--- config.mk ---
export PLATFORM = sky130hd
export DESIGN_NAME = csa_accumulator
export DESIGN_NICKNAME = d
export VERILOG_FILES = /design/src/rtl/csa_accumulator.sv
export SDC_FILE = /design/constraint.sdc
export NUM_CORES = 1
export LEC_CHECK = 0
export ABC_AREA = 1
export CORE_MARGIN = 2
export CORE_UTILIZATION = 64
export CTS_CLUSTER_DIAMETER = 30
export CTS_CLUSTER_SIZE = 20
export DETAILED_ROUTE_END_ITERATION = 12
export DONT_BUFFER_PORTS = 1
export GPL_ROUTABILITY_DRIVEN = 0
export GPL_TIMING_DRIVEN = 0
export PLACE_DENSITY = 0.81
export RECOVER_POWER = 25
export SLEW_MARGIN = 20
export SYNTH_ARGS = -nofsm -noshare
export SYNTH_HDL_FRONTEND = slang
export SYNTH_SLANG_ARGS = --single-unit
--- constraint.sdc ---
create_clock -name clk -period 2.1 [get_ports clk]
set_input_delay 0 -clock clk [delete_from_list [all_inputs] [get_ports clk]]
set_output_delay 0 -clock clk [all_outputs]
set_load 0.01 [all_outputs]
--- src/rtl/csa_accumulator.sv ---
// rtl/csa_accumulator.sv - carry-save frame accumulator with a single final carry-propagate resolve
// Samples are folded in through a 4:2 compressor; only RESOLVE performs a full-width add.
module csa_accumulator #(
  parameter int ACC_W = 16,
  parameter int COUNT = 4
) (
  input  logic             clk,
  input  logic             reset,
  input  logic [8:0]       sum_in,
  input  logic [8:0]       cout_in,
  input  logic             in_valid,
  output logic             in_ready,
  input  logic             flush,
  output logic [ACC_W-1:0] result,
  output logic             out_valid,
  input  logic             out_ready,
  output logic [7:0]       sample_cnt
);

  localparam logic [1:0] ACCUM   = 2'd0;
  localparam logic [1:0] RESOLVE = 2'd1;
  localparam logic [1:0] OUTPUT  = 2'd2;

  logic [1:0]       state;
  logic [ACC_W-1:0] sum_acc;
  logic [ACC_W-1:0] carry_acc;
  logic [ACC_W-1:0] x_sum, x_cout;
  logic [ACC_W-1:0] r1_sum, r1_carry, r2_b;
  logic [ACC_W-1:0] r2_sum, r2_carry;
  logic             accept;
  logic             last_sample;

  assign in_ready    = (state == ACCUM) && !reset;
  assign out_valid   = (state == OUTPUT);
  assign accept      = in_valid && in_ready;
  assign last_sample = (sample_cnt + 8'd1) == 8'(COUNT);

  // cout_in has weight 2, so it enters row 2 pre-shifted; bits above ACC_W fall off.
  assign x_sum  = ACC_W'(sum_in);
  assign x_cout = ACC_W'(cout_in) << 1;

  always_comb begin
    r1_sum   = sum_acc ^ carry_acc ^ x_sum;
    r1_carry = (sum_acc & carry_acc) | (sum_acc & x_sum) | (carry_acc & x_sum);
    r2_b     = r1_carry << 1;
    r2_sum   = r1_sum ^ r2_b ^ x_cout;
    r2_carry = ((r1_sum & r2_b) | (r1_sum & x_cout) | (r2_b & x_cout)) << 1;
  end

  always_ff @(posedge clk or posedge reset) begin
    if (reset) begin
      state      <= ACCUM;
      sum_acc    <= '0;
      carry_acc  <= '0;
      sample_cnt <= '0;
      result     <= '0;
    end else begin
      case (state)
        ACCUM: begin
          if (accept) begin
            sum_acc    <= r2_sum;
            carry_acc  <= r2_carry;
            sample_cnt <= sample_cnt + 8'd1;
            if (last_sample || flush) state <= RESOLVE;
          end else if (flush) begin
            state <= RESOLVE;
          end
        end
        RESOLVE: begin
          result     <= sum_acc + carry_acc;
          sum_acc    <= '0;
          carry_acc  <= '0;
          sample_cnt <= '0;
          state      <= OUTPUT;
        end
        OUTPUT: begin
          if (out_ready) state <= ACCUM;
        end
        default: state <= ACCUM;
      endcase
    end
  end

endmodule

Word level (Yosys, flattened, before mapping)
Index checks and enable logic that the tools add are counted.
Widths: inputs -> output; s select.
{"block": "classes", "bitwise": 14, "mux": 11, "reduce_logical": 8, "n_eq_ne": 7, "addsub": 2}
{"operator": "$pmux 16 s2", "count": 2}
{"operator": "$or 15x15->15", "count": 4}
{"operator": "$mux 16", "count": 2}
{"operator": "$xor 16x16->16", "count": 2}
{"operator": "$and 15x10->15", "count": 2}
{"operator": "$and 15x15->15", "count": 2}
{"operator": "$and 15x9->15", "count": 2}
{"operator": "$add 16x16->16", "count": 1}
{"operator": "$pmux 8 s2", "count": 1}
{"operator": "$xor 16x10->16", "count": 1}
{"operator": "$xor 16x9->16", "count": 1}
{"operator": "$add 8x1->8 const B", "count": 1}
{"operator": "$eq 8x3->1 const B", "count": 1}
{"operator": "$mux 2", "count": 4}
{"operator": "$mux 8", "count": 1}
{"operator": "$pmux 2 s3", "count": 1}
{"operator": "$ne 3x2->1 const B", "count": 1}
{"operator": "$ne 3x3->1 const B", "count": 1}
{"operator": "$reduce_and 3->1", "count": 1}
{"operator": "$eq 2x1->1 const B", "count": 1}
{"operator": "$eq 2x2->1 const B", "count": 1}
{"operator": "$logic_and 1x1->1", "count": 2}
{"operator": "$logic_not 2->1", "count": 1}
{"operator": "$ne 2x1->1 const B", "count": 1}
{"operator": "other kinds (5)", "count": 5}
{"block": "word_totals", "in_bits": 23, "regBits": 58, "output_inout_bits": 26, "elab_cells": 47}

Logic depth before layout (Yosys ltp)
{"block": "logic_depth", "word_depth": 8, "ltp_mapped": 10, "depth_no_buf": 10}

Worst setup path after synthesis
No wires, ideal clock.
{"block": "synth_timing", "path_kind": "input-to-reg", "startpoint": "input port reset", "endpoint": "register carry_acc[4]", "setup_time_ns": 0.121, "arrival_time_ns": 1.948, "setup_slack_ns": 0.031, "path_buffers": 1, "required_time_ns": 1.979, "cell_stages": 6, "path_cell_list": "inv_1 > nand3_4 > nand2_2 > inv_2 > buf_6 > a22o_1"}
{"block": "synth_via", "elab_chain_len": 5}
{"element": "start, declared", "line": "8", "source": "input logic reset,"}
{"element": "$logic_not 1->1 (no source line)"}
{"element": "$logic_and 1x1->1", "line": "33", "source": "assign in_ready = (state == ACCUM) && !reset;"}
{"element": "$logic_and 1x1->1", "line": "35", "source": "assign accept = in_valid && in_ready;"}
{"element": "$ne 2x2->1 (no source line)"}
{"element": "$reduce_and 2->1 (no source line)"}
{"element": "end signal, assigned", "line": "62", "source": "carry_acc <= r2_carry;"}
{"element": "end, declared", "line": "26", "source": "logic [ACC_W-1:0] carry_acc;"}
Every way passes these cells.
A chain may end at the register's enable or synchronous reset.

Worst setup path after layout
{"block": "layout_timing", "startpoint": "register sum_acc[2]", "endpoint": "register result[8]"}
{"block": "layout_via", "elab_chain_len": 1}
{"element": "start, declared", "line": "25", "source": "logic [ACC_W-1:0] sum_acc;"}
{"element": "start signal, assigned", "line": "61", "source": "sum_acc <= r2_sum;"}
{"element": "$add 16x16->16", "line": "70", "source": "result <= sum_acc + carry_acc;"}
{"element": "end signal, assigned", "line": "70"}
{"element": "end, declared", "line": "14", "source": "output logic [ACC_W-1:0] result,"}
Every way passes these cells.

==> flow_summary.toml <==
[logic_synthesis]
synth_xor_area_share_pct = 1.727
synth_warnings = 0
synth-compound-area-share_pct = 9.517
synth_area_per_cell_um2 = 8.743
ys.flop_type = "dfrtp_1"
async_flop_share_pct = 100.0
synth_mux_area_share_pct = 0
synth_top_family_by_area = "simple AND/OR/NAND/NOR gates"
synth_edf_count = 0
syn_nets = 473
synthCells = 406
synthDistinctLibCells = 31
synth_area_um2 = 3550
synthSimpleGateAreaFrac_pct = 20.66
synthAdderAreaFrac_pct = 20.16
seq_area_frac_synth_pct = 39.48
ys_seq_elements = 56

[timing]
rsz0062_at_grt = "false"
clock_skew_ns = 0.01157
relSlewSlack_pct = 53.80
report.final.slew_viol_count = 0
finalSetupViolations = 0
worstMarginPinSlew_ns = 0.6930
hold_ws_ns = 0.02417
setup-tns-final_ns = 0
max_clock_freq_mhz = 506.5
period_needed_ns = 1.974
hold_viol_final = 0
fin_crit_sh_pct = 94.02

[setup_path]
cp_slowest_cell = "fa_1"
crit_type = "register to register"
r2r-start = "sum_acc[2]$_DFFE_PP0P_"
critPathBufInv = 0
worst-path-stages = 9
cp_cell_sequence = "ha_1 > fa_1 > nand3_1 > nand2_1 > nand2_1 > nand2_1 > or2_1 > nand3_1 > nand2_1"
r2r_slack_ns = 0.13
path_delay_family = "simple AND/OR/NAND/NOR gates"
crit_start = "sum_acc[2]$_DFFE_PP0P_"
cpMostUsedCell = "nand2_1"
r2r_end = "result[8]$_DFFE_PP0P_"
slowest_delay_ns = 0.45
cp_data_arrival_time_ns = 2.18
cp_data_required_time_ns = 2.31
critPathCaptureType = "register"
startpoint_type = "register"
crit_end = "result[8]$_DFFE_PP0P_"
crit_path_max_fanout = 4
worstRegToRegCells = 9

[global_route]
grt_max_degree = 58
grt_pass1_vias = 2723
grtUsageTotal_pct = 26.31
grt_overflow = 0
grt_pass1_wl_um = 12560
grt_antenna_before_repair = 0

[outcome]
status = "finished, final reports clean"

[run]
max_cap_viol_count = 0

[clocking]
ctsLongestPathBuffers = 2
postCtsSetupBuffers = 0
post_cts_resized = 0
cts.hold.buffers_added = 12
insertion_delay_ns = 0.32
clk_pin_slew_ns = 0.09
cts_root_buf = "clkbuf_8"
cts_made_buffers = 5
cts_tree = "yes"
htree_levels = 2
clock-sinks = 56

[routing]
vias = 2745
routedWlPerCell_um = 15.04
drtIter0Drc = 149
firstDrtPassIters = 5
routed_wl_um = 7488
drc = 0
ant_nets = 0
routed_via_density = 5.512

[power_and_ir_drop]
power_switching_w = 0.001763
p_comb_share_pct = 43.3
p_sw_share_pct = 41.54
p_per_area_nw_per_um2 = 1097
pwr-share-clk_pct = 16.6
pwr-share-seq_pct = 40.0
power.internal_w = 0.002481
peakVddDrop_uv = 815.2
p_leak_nw = 1.953

[die]
start_util_pct = 65.26
ios = 49
rows = 27
die_h_um = 78.48
die_w_um = 78.48
dieArea_um2 = 6158
core_um2 = 5439

[finish]
nNetsFinal = 492
drive_gt1_share_pct = 6.103
multi_input_area_um2 = 1848
regArea_um2 = 1401
fillers = 407
syn_to_final_growth_pct = 9.024
antenna_cells = 0
utilization_pct = 71.15

[place]
port_buffers = 0
dp_hpwl_um = 5679

[min_path]
min_path_type = "input pin to register"
## worst register-to-register path, stage by stage, from the launching register on
cell,delay [ns]
dfrtp_1,0.42
ha_1,0.28
fa_1,0.45
nand3_1,0.11
nand2_1,0.12
nand2_1,0.08
nand2_1,0.07
or2_1,0.21
nand3_1,0.09
nand2_1,0.06
## per-layer routing
layer	global-route usage (%)	vias to the layer above	part of all wire, %
met5	0	-	0
met2	43.97	94	49
met1	35.45	1306	44
met4	7.018	0	1.7
li1	-	1331	-
met3	5.172	14	6.2
## sequential cells by signal, summed over array words and instances (netlist names)
register	cells
sample_cnt	8
sum_acc	16
state	2
carry_acc	14
result	16
## stage by stage
stage | std cells | worst slack (ns) | area (µm²) | total power (W)
final | 498 | 0.1256 | 3870 | 0.004244
after global routing | 498 | 0.006683 | 3870 | 0.004597
after CTS | 498 | 0.1263 | 3870 | 0.004258
after detailed placement | 478 | 0.1348 | 3642 | 0.003528
after global placement | 478 | -0.6777 | 3640 | 0.003435
after floorplan | 406 | 0.03057 | 3550 | 0.003050
## logic make-up after synthesis
family	Yosys count
buf+inv	73
compound gates	53
simple gates	173
fa+ha+maj	44
xor+xnor	7
flops	56
## cell usage after synthesis, drive strengths merged (2+ instances only)
library cell | n | share of area, %
nand3 | 25 | 4.0
clkbuf | 2 | 0.21
buf | 7 | 1.5
ha | 22 | 7.8
xor2 | 2 | 0.49
inv | 64 | 6.8
dfrtp | 56 | 39
o21ai | 24 | 3.4
nand4 | 5 | 0.88
nor2 | 23 | 2.7
a21oi | 3 | 0.53
a22o | 14 | 3.5
o22ai | 9 | 1.6
nand2 | 116 | 12
fa | 22 | 12
xnor2 | 5 | 1.2
a31oi | 2 | 0.35
## cell usage in the layout (no fill, tap or decap), types with 4 or more instances in the layout
cell type / count
xnor2_1: 5
dfrtp_1: 56
dlygate4sd3_1: 12
nand3_1: 23
fa_1: 22
nor2_2: 4
nor2_1: 19
clkbuf_8: 5
nand4_1: 5
o22ai_1: 9
ha_1: 22
inv_1: 60
a22o_1: 14
o21ai_0: 21
nand2_1: 115
## worst min-delay path by stage
stage / from / end / depth (start not counted)
5_1_grt: cout_in[1] / carry_acc[3]$_DFFE_PP0P_ / 3
2_1_floorplan: reset / in_ready / 1
4_1_cts: cout_in[1] / carry_acc[3]$_DFFE_PP0P_ / 3
3_3_place_gp: reset / in_ready / 1
6_report: cout_in[1] / carry_acc[3]$_DFFE_PP0P_ / 3
3_5_place_dp: reset / sample_cnt[0]$_DFFE_PP0P_ / 1
## layout make-up
cell class	instances	area share, %
buffer	9	1.552
clock buffer	6	1.875
clock inverter	2	0.9053
inverter	64	6.272
multi-input combinational	277	47.75
sequential	56	36.21
tap	72	2.328
timing repair buffer	12	3.104
## power by group through the flow
stage	logic [W]	clock network, W	registers, W
2_1_floorplan	0.00141	0	0.00164
4_1_cts	0.00185	0.000710	0.00170
6_report	0.00184	0.000706	0.00170
3_5_place_dp	0.00181	0	0.00172
3_3_place_gp	0.00173	0	0.00170
5_1_grt	0.00210	0.000749	0.00175
No activity file was read; power rests on OpenSTA's default activity.
